File: src/rtl/execute_multicycle_stage.sv
// ---------------------------------------------------------------------------
// execute_multicycle_stage
//
// Execute stage of an in-order pipeline. Selects two operands from the
// register-file / PC / immediate / forwarding sources, evaluates a
// single-cycle ALU op into the output registers, or (optionally) runs an
// iterative shift-add multiplier for MUL / MULHU.
//
// Optional feature macro: EXEC_MULTIPLIER_EN
//   defined   : MUL (10) / MULHU (11) run on a DATA_WIDTH-step shift-add
//               engine, result DATA_WIDTH+1 edges after accept.
//   undefined : no multiplier or FSM; MUL / MULHU complete single-cycle as
//               reserved ops (result 0, no write-enable), BUSY tied 0.
//
// Ports
//   CLK, RST_N                 clock, async active-low reset
//   IN_VALID / IN_READY        upstream handshake
//   STALL, CLEAR               downstream hold, stage flush (CLEAR wins)
//   OP                         operation code
//   RS1_DATA, PC_IN            operand A primary sources (sel 0 / 1)
//   RS2_DATA, IMM_DATA         operand B primary sources (sel 0 / 1)
//   FWD1_DATA, FWD2_DATA       flattened forwarding slices (sel 2..)
//   IN1_SELECT, IN2_SELECT     operand source selects
//   RD_ADDRESS_IN, RD_WRITE_ENABLE_IN   destination tag
//   OUT_VALID, RESULT_OUT, RD_ADDRESS_OUT, RD_WRITE_ENABLE_OUT  registered
//   BUSY                       multicycle op in flight
// ---------------------------------------------------------------------------
module execute_multicycle_stage #(
    parameter int DATA_WIDTH  = 32,
    parameter int FWD_SOURCES = 4,
    parameter int SEL_W       = $clog2(FWD_SOURCES + 2)
) (
    input  logic                              CLK,
    input  logic                              RST_N,
    input  logic                              IN_VALID,
    output logic                              IN_READY,
    input  logic                              STALL,
    input  logic                              CLEAR,
    input  logic [3:0]                        OP,
    input  logic [DATA_WIDTH-1:0]             RS1_DATA,
    input  logic [DATA_WIDTH-1:0]             PC_IN,
    input  logic [DATA_WIDTH-1:0]             RS2_DATA,
    input  logic [DATA_WIDTH-1:0]             IMM_DATA,
    input  logic [FWD_SOURCES*DATA_WIDTH-1:0] FWD1_DATA,
    input  logic [FWD_SOURCES*DATA_WIDTH-1:0] FWD2_DATA,
    input  logic [SEL_W-1:0]                  IN1_SELECT,
    input  logic [SEL_W-1:0]                  IN2_SELECT,
    input  logic [4:0]                        RD_ADDRESS_IN,
    input  logic                              RD_WRITE_ENABLE_IN,
    output logic                              OUT_VALID,
    output logic [DATA_WIDTH-1:0]             RESULT_OUT,
    output logic [4:0]                        RD_ADDRESS_OUT,
    output logic                              RD_WRITE_ENABLE_OUT,
    output logic                              BUSY
);

    localparam int SH_W = $clog2(DATA_WIDTH);

    logic [DATA_WIDTH-1:0] op_a, op_b;
    logic [SH_W-1:0]       shamt;
    logic [DATA_WIDTH-1:0] alu_res;
    logic                  alu_we;
    logic                  idle, accept, is_mul, sc_load;
    logic                  mc_done;
    logic [DATA_WIDTH-1:0] mc_result;
    logic [4:0]            mc_rd;
    logic                  mc_we;

    logic                  out_valid_q;
    logic [DATA_WIDTH-1:0] result_q;
    logic [4:0]            rd_addr_q;
    logic                  rd_we_q;

    // ---------------- operand selection ----------------
    // Selects past the last forwarding slice produce zero.
    always_comb begin
        op_a = '0;
        if (IN1_SELECT == SEL_W'(0))      op_a = RS1_DATA;
        else if (IN1_SELECT == SEL_W'(1)) op_a = PC_IN;
        for (int k = 0; k < FWD_SOURCES; k++)
            if (IN1_SELECT == SEL_W'(k + 2)) op_a = FWD1_DATA[k*DATA_WIDTH +: DATA_WIDTH];
    end

    always_comb begin
        op_b = '0;
        if (IN2_SELECT == SEL_W'(0))      op_b = RS2_DATA;
        else if (IN2_SELECT == SEL_W'(1)) op_b = IMM_DATA;
        for (int k = 0; k < FWD_SOURCES; k++)
            if (IN2_SELECT == SEL_W'(k + 2)) op_b = FWD2_DATA[k*DATA_WIDTH +: DATA_WIDTH];
    end

    assign shamt = op_b[SH_W-1:0];

    // ---------------- single-cycle ALU ----------------
    // MUL/MULHU fall into the default arm; when the multiplier is built they
    // never reach the output through this path.
    always_comb begin
        alu_res = '0;
        alu_we  = RD_WRITE_ENABLE_IN;
        case (OP)
            4'd0:    alu_res = op_a + op_b;
            4'd1:    alu_res = op_a - op_b;
            4'd2:    alu_res = op_a & op_b;
            4'd3:    alu_res = op_a | op_b;
            4'd4:    alu_res = op_a ^ op_b;
            4'd5:    alu_res = op_a << shamt;
            4'd6:    alu_res = op_a >> shamt;
            4'd7:    alu_res = $signed(op_a) >>> shamt;
            4'd8:    alu_res = {{(DATA_WIDTH-1){1'b0}}, ($signed(op_a) < $signed(op_b))};
            4'd9:    alu_res = {{(DATA_WIDTH-1){1'b0}}, (op_a < op_b)};
            default: begin
                alu_res = '0;
                alu_we  = 1'b0;
            end
        endcase
    end

    assign IN_READY = idle && !STALL && !CLEAR;
    assign accept   = IN_VALID && IN_READY;
    assign sc_load  = accept && !is_mul;

`ifdef EXEC_MULTIPLIER_EN
    // ---------------- iterative multiplier ----------------
    typedef enum logic [1:0] {IDLE, RUN, DONE} state_t;

    state_t                  state_q, state_d;
    logic [SH_W:0]           cnt_q, cnt_d;
    logic [2*DATA_WIDTH-1:0] mcand_q, mcand_d;
    logic [2*DATA_WIDTH-1:0] prod_q, prod_d;
    logic [DATA_WIDTH-1:0]   mplier_q, mplier_d;
    logic                    hi_q, hi_d;
    logic [4:0]              tag_rd_q, tag_rd_d;
    logic                    tag_we_q, tag_we_d;

    assign is_mul    = (OP == 4'd10) || (OP == 4'd11);
    assign idle      = (state_q == IDLE);
    assign BUSY      = !idle;
    assign mc_result = hi_q ? prod_q[2*DATA_WIDTH-1:DATA_WIDTH] : prod_q[DATA_WIDTH-1:0];
    assign mc_rd     = tag_rd_q;
    assign mc_we     = tag_we_q;

    always_comb begin
        state_d  = state_q;
        cnt_d    = cnt_q;
        mcand_d  = mcand_q;
        prod_d   = prod_q;
        mplier_d = mplier_q;
        hi_d     = hi_q;
        tag_rd_d = tag_rd_q;
        tag_we_d = tag_we_q;
        mc_done  = 1'b0;
        case (state_q)
            IDLE: if (accept && is_mul) begin
                state_d  = RUN;
                cnt_d    = (SH_W+1)'(DATA_WIDTH);
                mcand_d  = {{DATA_WIDTH{1'b0}}, op_a};
                mplier_d = op_b;
                prod_d   = '0;
                hi_d     = OP[0];           // 11 = MULHU
                tag_rd_d = RD_ADDRESS_IN;
                tag_we_d = RD_WRITE_ENABLE_IN;
            end
            // One multiplier bit per edge, LSB first; keeps running under STALL.
            RUN: begin
                if (mplier_q[0]) prod_d = prod_q + mcand_q;
                mcand_d  = mcand_q << 1;
                mplier_d = mplier_q >> 1;
                cnt_d    = cnt_q - (SH_W+1)'(1);
                if (cnt_q == (SH_W+1)'(1)) state_d = DONE;
            end
            DONE: if (!STALL) begin
                state_d = IDLE;
                mc_done = 1'b1;
            end
            default: state_d = IDLE;
        endcase
        if (CLEAR) begin
            state_d = IDLE;
            cnt_d   = '0;
            mc_done = 1'b0;
        end
    end

    always_ff @(posedge CLK or negedge RST_N) begin
        if (!RST_N) begin
            state_q  <= IDLE;
            cnt_q    <= '0;
            mcand_q  <= '0;
            prod_q   <= '0;
            mplier_q <= '0;
            hi_q     <= 1'b0;
            tag_rd_q <= '0;
            tag_we_q <= 1'b0;
        end else begin
            state_q  <= state_d;
            cnt_q    <= cnt_d;
            mcand_q  <= mcand_d;
            prod_q   <= prod_d;
            mplier_q <= mplier_d;
            hi_q     <= hi_d;
            tag_rd_q <= tag_rd_d;
            tag_we_q <= tag_we_d;
        end
    end
`else
    assign is_mul    = 1'b0;
    assign idle      = 1'b1;
    assign BUSY      = 1'b0;
    assign mc_done   = 1'b0;
    assign mc_result = '0;
    assign mc_rd     = '0;
    assign mc_we     = 1'b0;
`endif

    // ---------------- output registers ----------------
    // CLEAR drops the valid; STALL freezes everything; otherwise a finished
    // multiply or a single-cycle accept loads, else a bubble is emitted.
    always_ff @(posedge CLK or negedge RST_N) begin
        if (!RST_N) begin
            out_valid_q <= 1'b0;
            result_q    <= '0;
            rd_addr_q   <= '0;
            rd_we_q     <= 1'b0;
        end else if (CLEAR) begin
            out_valid_q <= 1'b0;
        end else if (!STALL) begin
            if (mc_done) begin
                out_valid_q <= 1'b1;
                result_q    <= mc_result;
                rd_addr_q   <= mc_rd;
                rd_we_q     <= mc_we;
            end else if (sc_load) begin
                out_valid_q <= 1'b1;
                result_q    <= alu_res;
                rd_addr_q   <= RD_ADDRESS_IN;
                rd_we_q     <= alu_we;
            end else begin
                out_valid_q <= 1'b0;
            end
        end
    end

    assign OUT_VALID           = out_valid_q;
    assign RESULT_OUT          = result_q;
    assign RD_ADDRESS_OUT      = rd_addr_q;
    assign RD_WRITE_ENABLE_OUT = rd_we_q;

endmodule

File: config.mk
export PLATFORM = sky130hd
export DESIGN_NAME = execute_multicycle_stage
export DESIGN_NICKNAME = d
export VERILOG_FILES = /design/src/rtl/execute_multicycle_stage.sv
export SDC_FILE = /design/constraint.sdc
export NUM_CORES = 1
export LEC_CHECK = 0
export ABC_AREA = 1
export CORE_ASPECT_RATIO = 1.4
export CORE_MARGIN = 2
export CORE_UTILIZATION = 30
export CTS_CLUSTER_SIZE = 16
export DETAILED_ROUTE_END_ITERATION = 12
export HOLD_SLACK_MARGIN = 0.1
export PLACE_DENSITY = 0.64
export SLEW_MARGIN = 25
export SYNTH_ARGS = -nofsm -noshare
export SYNTH_HDL_FRONTEND = slang
export SYNTH_SLANG_ARGS = --single-unit
File: constraint.sdc
create_clock -name CLK -period 0.8 [get_ports CLK]
set_input_delay 0.12 -clock CLK [delete_from_list [all_inputs] [get_ports CLK]]
set_output_delay 0.12 -clock CLK [all_outputs]
set_load 0.01 [all_outputs]
Word-level counts from Yosys, hierarchy flattened --
Index checks and enable logic that the tools add are counted.
Word-level totals: flip-flop bits (word level) 39, logic and storage cells 62
Operators by class: add/subtract/negate cells 2, order comparisons 2, equality and inequality tests 20, shift-type cells 3, mux-type cells 17, bitwise operators 5, reductions and logical operators 9
Operators by type and width (count):
- two-way mux 32 bit | 12
- one-hot mux 32 bit (10 select lines) | 1
- less-than comparator 32 bit | 2
- adder 32 bit | 1
- bitwise AND 32 bit | 1
- OR 32 bit | 1
- << shifter 32 x 5 -> 32 bit | 1
- >> shifter 32 x 5 -> 32 bit | 1
- >>> shifter 32 x 5 -> 32 bit | 1
- subtractor 32 bit | 1
- bitwise XOR 32 bit | 1
- == test 4 x 3 -> 1 bit (second input constant) | 4
- == test 3 x 2 -> 1 bit (second input constant) | 4
- == test 3 bit (second input constant) | 4
- OR reduction 10 bit | 1
- == test 4 x 2 -> 1 bit (second input constant) | 2
- == test 4 bit (second input constant) | 2
- == test 3 x 1 -> 1 bit (second input constant) | 2
- logical NOT 3 bit | 2
- == test 4 x 1 -> 1 bit (second input constant) | 1
- logical NOT 4 bit | 1
- two-way mux 1 bit | 4
- AND reduction 3 bit | 1
- logical AND 1 bit | 2
- other kinds (3) | 5

Longest topological paths before layout --
Gate-level depths: netlist (run 1).
depth in word-level cells 9, gate-level depth with buffers 29

Least setup slack after synthesis (run 1) --
OpenSTA, ideal clock, no wires.
path kind input to register, start in IN2_SELECT[2], end reg result_q[24], in the netlist RESULT_OUT[24], arrival 3155 ps, required time 683 ps, setup slack -2472 ps, stages 24, cell sequence inv_2 -> nand3_1 -> inv_2 -> buf_2 -> a221oi_2 -> nand3_1 -> inv_1 -> clkbuf_1 -> ha_1 -> clkbuf_1 -> nor2_1 -> inv_1 -> nor3_1 -> a21oi_1 -> o21ai_0 -> nand2_1 -> nand3_1 -> nand2_1 -> nand3_1 -> nand3_1 -> a21oi_1 -> nand3_1 -> nand2_1 -> nand2_1
Between the ends: word-level cells in the longest chain between the ends 9, elaborated cells between the ends (all ways) 21, those cells by class 2 x add/sub; 5 x eq/ne; 3 x shift; 7 x mux; 3 x bitwise; 1 x reduce/logical
RTL lines:
- start: declaration | RTL line 47 | input logic [SEL_W-1:0] IN2_SELECT,
- == test 3 x 1 -> 1 bit | RTL line 87 | else if (IN2_SELECT == SEL_W'(1)) op_b = IMM_DATA;
- two-way mux 32 bit | RTL line 87
- two-way mux 32 bit | RTL line 86 | if (IN2_SELECT == SEL_W'(0)) op_b = RS2_DATA;
- two-way mux 32 bit (3 in a row) | RTL line 89 | if (IN2_SELECT == SEL_W'(k + 2)) op_b = FWD2_DATA[k*DATA_WIDTH +: DATA_WIDTH];
- two-way mux 32 bit * | RTL line 89
- subtractor 32 bit (tied with other cells) | RTL line 102 | 4'd1: alu_res = op_a - op_b;
- one-hot mux 32 bit (10 select lines) * | RTL line 100 | case (OP)
- end signal: assignment | RTL line 229 | result_q <= mc_result;
- end signal: assignment | RTL line 234 | result_q <= alu_res;
- end: declaration | RTL line 70 | logic [DATA_WIDTH-1:0] result_q;
Mark *: on every way between the ends. The rest lies on a longest branch, timed or not. A chain may end at the register's enable or synchronous reset.

Worst setup path after layout (run 1) --
start in IN2_SELECT[2], end reg result_q[17], in the netlist RESULT_OUT[17]
Same word-level chain as after synthesis.

==> run_results.csv, run 1 <==
group,metric,value,unit
outcome,outcome,"complete, but fails checks",
outcome,failed_checks,"negative setup slack",
logic_synthesis,synth_seq_area_share,7.03,%
job,max_cap_violations,0,
timing,finalCriticalPeriod,3.43,ns
timing,finalHoldViolations,0,
power_and_ir_drop,p_switching,0.0195,W
routing,post-route-drc-count,0,
clock_tree,cts_tree,"built",
power_and_ir_drop,combPwrFrac,86.2,%
global_route,grt_pass1_vias,24004,
timing,grt_setup_unrepaired,"yes",
global_route,grtUsageTotal,41.9,%
logic_synthesis,yosys_register_bits,39,
clock_tree,numCtsBuffers,5,
finish,most_common_library_cell_in_the_layout_ignoring_fill_and_taps,"nand2_1",
power_and_ir_drop,p_per_area,1360,mW/mm²
finish,syn2layout_area_growth,103,%
floorplanning,core_area,0.0458,mm²
finish,nets,4269,
clock_tree,ctsHtreeMaxLevel,2,
finish,fin_util,61.5,%
timing,max_freq,0.291,GHz
timing,timing_max_transition_violations_final,0,
routing,detail_route.wirelength,105000,µm
power_and_ir_drop,p_leak,13.7,nW
power_and_ir_drop,peakVddDrop,863,µV
setup_path,critical_path_class,"in -> reg",
finish,post_route_cells_drive_above_1_share,37.9,%
global_route,grt_pass1_wl,149000,µm
finish,finish.cell_count_without_fillers,4384,
logic_synthesis,synth_enable_flop_cells,0,
placement,dp_hpwl,85300,µm
setup_path,critPathArrivalTime,3.62,ns
logic_synthesis,syn-num-nets,3166,
floorplanning,die_h,259,µm
power_and_ir_drop,power.switching_fraction,50.9,%
worst_hold_path,hold_path_class,"in -> reg",
setup_path,timing.critical_path.required,0.99,ns
logic_synthesis,syn_area,0.0139,mm²
clock_tree,clock_tree.buffer_depth,2,
routing,dr.pass1.iters,5,
placement,placement.io_buffers,444,
routing,routed_via_count,24115,
timing,setup_viol,71,
placement,placed_instance_count,4230,
finish,mostFrequentLayoutCells,"nand2_1, buf_4, nand3_1",
global_route,grt_remaining_overflow,0,
clock_tree,clock_sinks,39,
floorplanning,initial_core_utilization,30.3,%
logic_synthesis,yosysUniqueCellTypes,56,
timing,period_share,429,%
floorplanning,io_pins,446,
logic_synthesis,yosys_most_used_dff,"dfrtp_1",
timing,timing.final.ws_setup,-2.63,ns
logic_synthesis,post_synthesis_cell_count,2660,
clock_tree,cts_root_buf,"clkbuf_16",
routing,viasPerCell,5.50,
logic_synthesis,synthArstFlopShare,100,%
routing,drt_first_iter_violations,2305,
setup_path,critical_path.startpoint_type,"primary input",
timing,worst_pin_slew,0.755,ns
routing,avgRoutedWirePerCell,23.8,µm
power_and_ir_drop,power.share.sequential,7.4,%
power_and_ir_drop,clock_power_share,6.4,%
logic_synthesis,yosys_warnings,0,
floorplanning,fp.dieW,186,µm
floorplanning,design.die.area,0.0481,mm²
routing,route.antenna.remaining_nets,0,
timing,worst_clock_skew,0,ns
global_route,antenna_found_initial,4,
finish,num-fill-cells,4402,
logic_synthesis,syn_area_per_cell,5.22,µm²
global_route,grt_max_degree,71,
setup_path,worstSetupEndpointType,"flop",
clock_tree,path_clk_slew,0.07,ns
timing,slew-limit-headroom,49.6,%
setup_path,maximum_fanout_encountered_on_the_critical_timing_path,7,
placement,gp_congestion,1.14,
clock_tree,clock_latency,0.29,ns
power_and_ir_drop,cellInternalPower,0.0188,W
floorplanning,floorplan.rows,93,
## cell families (layout without fill, tap and decap cells)
group	count (synthesis)	after routing	synth area share (%)
AND/OR/NAND/NOR	1612	1612	50.6
adder cells (fa/ha/maj)	101	101	9.21
flip-flops	39	39	7.03
other	1	4	0.0270
buffers and inverters	437	1541	12.6
XOR/XNOR	7	7	0.441
AO/OA/AOI/OAI	463	463	20.2
## stage by stage
step	instance area [µm²]	setup WS, ns	hold WS, ns	power [W]	setup TNS, ns
final	28200	-2.63	0.112	0.0383	-82.14
after global routing	28200	-2.73	0.113	0.0402	-86.99
after CTS	27000	-2.48	0.275	0.0354	-79.72
after detailed placement	24300	-4.06	0.129	0.0291	-127.53
after global placement	24300	-4.08	0.122	0.0291	-127.46
after floorplan	14800	-1.96	-0.176	0.0148	-58.78
## per-layer routing
layer / vias up / part of all wire [%] / track usage [%]
li1: 11108 / - / -
met1: 11183 / 36 / 47.9
met2: 1460 / 47 / 69.7
met3: 364 / 8.2 / 5.89
met4: 0 / 9.4 / 32.3
met5: - / 0 / 0
## worst paths after layout
kind                                startpoint        endpoint  slack [ns]  depth (start not counted)
min in group asynchronous                RST_N  RESULT_OUT[13]        0.36                          3
worst max register to register  RESULT_OUT[25]  RESULT_OUT[25]       -0.13                          4
worst min register to register   RESULT_OUT[3]   RESULT_OUT[3]        0.48                          2
worst min-delay path                     STALL       OUT_VALID        0.11                          3
worst max-delay path             IN2_SELECT[2]  RESULT_OUT[17]       -2.63                         27
max in group asynchronous                RST_N  RESULT_OUT[31]        0.15                          3
## sequential cells by signal (all words and copies together), names as in the netlist
register / cells
RD_WRITE_ENABLE_OUT: 1
RD_ADDRESS_OUT: 5
RESULT_OUT: 32
OUT_VALID: 1
## layout make-up
class / instances / area, µm² / area share (%)
repair buffers: 1242 / 11300 / 39.9
diodes: 3 / 7.51 / 0.0266
clock inverters: 3 / 43.8 / 0.155
inverters: 291 / 1190 / 4.22
well taps: 617 / 772 / 2.74
flip-flops and latches: 39 / 986 / 3.50
multi-input cells: 2184 / 13800 / 49.0
clock buffers: 5 / 125 / 0.444
## timing repair
| action | in CTS | in global routing |
|---|---|---|
| pin swaps | 167 | 167 |
| endpoints found under the hold margin | 39 | 0 |
| cloned | 6 | 0 |
| gates resized for setup | 711 | 234 |
| hold buffers | 1 | 0 |
| buffers inserted | 109 | 41 |
| endpoints found under the setup margin | 79 | 78 |
## critical path: stages
cell	delay, ns
buf_6	0.08
buf_6	0.09
nor3_4	0.04
buf_12	0.13
buf_12	0.13
buf_8	0.13
a32o_1	0.20
a221o_1	0.28
a21oi_2	0.19
nand2_4	0.12
ha_4	0.30
buf_8	0.13
nand2_8	0.06
inv_4	0.07
nand2_4	0.05
nor3_4	0.27
buf_4	0.17
nand4_1	0.12
nand3_4	0.15
a21oi_2	0.07
o21ai_1	0.06
nand2_1	0.11
nor2_2	0.16
nand2_1	0.09
nand3b_1	0.16
nand2_1	0.07
nand2_1	0.04
## power groups by stage
stage / clock, W / sequential (W) / combinational (W)
detailed placement: 0 / 0.00278 / 0.0264
floorplan: 0 / 0.00279 / 0.0120
finish: 0.00246 / 0.00284 / 0.0330
global route: 0.00254 / 0.00286 / 0.0348
CTS: 0.00247 / 0.00279 / 0.0301
global placement: 0 / 0.00278 / 0.0263
## Yosys cell counts, drive strengths merged (3+ instances only)
| cell type | count | share of area, % |
|---|---|---|
| buf | 72 | 2.7 |
| a21oi | 163 | 6.1 |
| xor2 | 7 | 0.44 |
| a211oi | 3 | 0.16 |
| or2 | 38 | 1.7 |
| nand4 | 53 | 2.5 |
| a32o | 25 | 1.8 |
| a221oi | 15 | 0.99 |
| nand2 | 821 | 22 |
| nor4 | 4 | 0.18 |
| nor2 | 205 | 5.8 |
| clkbuf | 74 | 2.0 |
| o21ai | 171 | 6.2 |
| ha | 99 | 8.9 |
| dfrtp | 39 | 7.0 |
| o211ai | 8 | 0.43 |
| o21bai | 12 | 0.65 |
| inv | 290 | 7.8 |
| nand3 | 461 | 17 |
| o22ai | 16 | 0.72 |
| o221ai | 4 | 0.25 |
| a221o | 25 | 1.8 |
| nor3 | 22 | 0.90 |
| o21a | 8 | 0.43 |
| a31oi | 5 | 0.23 |
(Power assumes the default switching activity.)
==> inputs of run 2 (changes only) <==
- PLACE_DENSITY: 0.64 -> 0.66
- REMOVE_ABC_BUFFERS: not set -> 1
- clock period: 0.8 -> 3.15 ns (I/O delays scaled with it)
==> run 2 against run 1 <==
  * The flow still finishes with violations (negative setup slack)
  * Highest routed layer is now met5
  * Clock skew is the same
  * Via count shrank 1.8%
  * Utilization grew 0.35 points
==> run_results.csv, run 2 (synthesized netlist as in run 1, its figures left out) <==
group,metric,value,unit
setup_path,slowest_stage,"a221o_1",
global_route,antenna_found_initial,3,
global_route,grt_max_degree,71,
finish,number_of_flip_flops_in_the_largest_register,32,
power_and_ir_drop,p_leak,13.5,nW
routing,routed_via_count,23675,
finish,num-fill-cells,4326,
routing,detail_route.wirelength,98100,µm
setup_path,path_delay_family,"buffers and inverters",
job,max_cap_violations,0,
clock_tree,clock_sinks,39,
finish,fin_util,61.9,%
global_route,grt_pass1_vias,22738,
routing,drt_first_iter_violations,2240,
placement,dp_hpwl,77600,µm
timing,max_freq,0.270,GHz
power_and_ir_drop,peakVddDrop,201,µV
floorplanning,die_h,259,µm
clock_tree,path_clk_slew,0.07,ns
clock_tree,clock_latency,0.29,ns
timing,worst_clock_skew,0,ns
finish,post_route_cells_drive_above_1_share,37.5,%
clock_tree,numCtsBuffers,5,
timing,finalHoldViolations,0,
routing,avgRoutedWirePerCell,22.6,µm
clock_tree,holdBufCountCts,0,
routing,dr.pass1.iters,6,
clock_tree,clock_tree.buffer_depth,2,
global_route,grt_remaining_overflow,0,
setup_path,maximum_fanout_encountered_on_the_critical_timing_path,6,
setup_path,critical_path.startpoint_type,"primary input",
floorplanning,initial_core_utilization,30.3,%
placement,placement.io_buffers,444,
placement,gp_congestion,1.06,
setup_path,crit_path_max_incr_delay,0.34,ns
finish,most_common_library_cell_in_the_layout_ignoring_fill_and_taps,"nand2_1",
clock_tree,ctsHtreeMaxLevel,2,
setup_path,critical_path_class,"in -> reg",
setup_path,critPathArrivalTime,3.90,ns
floorplanning,fp.dieW,186,µm
timing,setup_viol,30,
floorplanning,core_area,0.0458,mm²
finish,syn2layout_area_growth,104,%
timing,timing.final.ws_setup,-0.558,ns
floorplanning,io_pins,446,
setup_path,worstSetupEndpointType,"flop",
timing,grt_setup_unrepaired,"yes",
timing,worst_slack_on_hold_paths,0.316,ns
worst_hold_path,hold_path_class,"in -> async",
setup_path,timing.critical_path.required,3.35,ns
placement,place_worst_setup_slack,-1.76,ns
timing,period_share,118,%
routing,route.antenna.remaining_nets,0,
floorplanning,design.die.area,0.0481,mm²
clock_tree,cts_root_buf,"clkbuf_16",
finish,mostFrequentLayoutCells,"nand2_1, buf_4, clkdlybuf4s50_1",
global_route,grtUsageTotal,38.3,%
finish,nets,4220,
timing,worst_pin_slew,0.944,ns
timing,finalCriticalPeriod,3.71,ns
routing,post-route-drc-count,0,
timing,timing_max_transition_violations_final,0,
power_and_ir_drop,p_per_area,349,mW/mm²
floorplanning,floorplan.rows,93,
global_route,grt_pass1_wl,138000,µm
outcome,failed_checks,"negative setup slack",
routing,viasPerCell,5.46,
setup_path,timing.critical_path.mode_cell,"buf_6",
setup_path,path_buf_inv,10,
outcome,outcome,"complete, but fails checks",
clock_tree,cts_tree,"built",
timing,slew-limit-headroom,37.1,%
-- run 2: cell types whose count changed in the layout (fill, tap and decap cells not counted), moves of 14 or more --
cell	before	now
buf_2	18	2
buf_4	676	596
clkdlybuf4s50_1	384	433
a21oi_1	74	53
a21oi_2	59	73
nand2_1	706	690
-- run 2: cell type report --
type / count / area, µm² / area share, %
tap: 617 / 772 / 2.72
antenna: 2 / 5.00 / 0.0176
clock inverter: 2 / 35.0 / 0.123
clock buffer: 6 / 139 / 0.490
timing repair buffer: 1193 / 11000 / 38.9
sequential: 39 / 976 / 3.44
multi-input combinational: 2184 / 14200 / 50.1
inverter: 291 / 1180 / 4.17
-- run 2: worst paths after layout --
kind / slack, ns / depth (start not counted) / startpoint / end
setup / recovery: -0.56 / 26 / IN2_SELECT[1] / RESULT_OUT[16]
hold reg to reg: 0.47 / 2 / RESULT_OUT[29] / RESULT_OUT[29]
min in group CLK: 0.47 / 2 / RESULT_OUT[29] / RESULT_OUT[29]
setup reg to reg: 2.42 / 2 / RESULT_OUT[16] / RESULT_OUT[16]
hold / removal: 0.32 / 1 / RST_N / RD_ADDRESS_OUT[3]
max in group asynchronous: 2.24 / 1 / RST_N / OUT_VALID
-- run 2: per-stage QoR --
step | std cells | total power [W] | TNS (ns) | area (µm²)
global route | 4334 | 0.0104 | -15.22 | 28400
floorplan | 2514 | 0.00331 | -73.12 | 13200
finish | 4334 | 0.00989 | -11.57 | 28400
CTS | 4275 | 0.00891 | -8.97 | 26600
global placement | 4195 | 0.00699 | -46.16 | 23300
detailed placement | 4195 | 0.00698 | -47.19 | 23300
-- run 2: timing repair --
item                                    in CTS  in global routing
pin swaps                                  203                204
resized for setup                          721                331
gates cloned                                 4                  3
endpoints found under the setup margin      32                 32
buffers inserted                            73                 60
-- run 2: layer usage --
metal	vias up	wire length [µm]	GRT usage (%)
met4	2	10300	33.0
met2	1384	45900	63.6
li1	11017	-	-
met1	10883	34000	42.5
met5	-	12	0
met3	389	7970	5.83
-- run 2: worst register-to-register path, stage by stage (launching register included) --
cell     delay [ns]
dfrtp_1        0.47
nand2_1        0.10
nand2_1        0.05
-- run 2: where the power goes --
group / internal (W) / leakage (nW) / switching (W) / total [W]
clock network: 0.000395 / 0.0869 / 0.000243 / 0.000638
logic: 0.00390 / 12.9 / 0.00467 / 0.00857
registers: 0.000601 / 0.511 / 0.0000784 / 0.000679
==> inputs of run 3 (changes only) <==
- CAP_MARGIN: not set -> 25
==> results of run 3 <==
The final DEF is identical to that of run 2; final timing and power are the same.
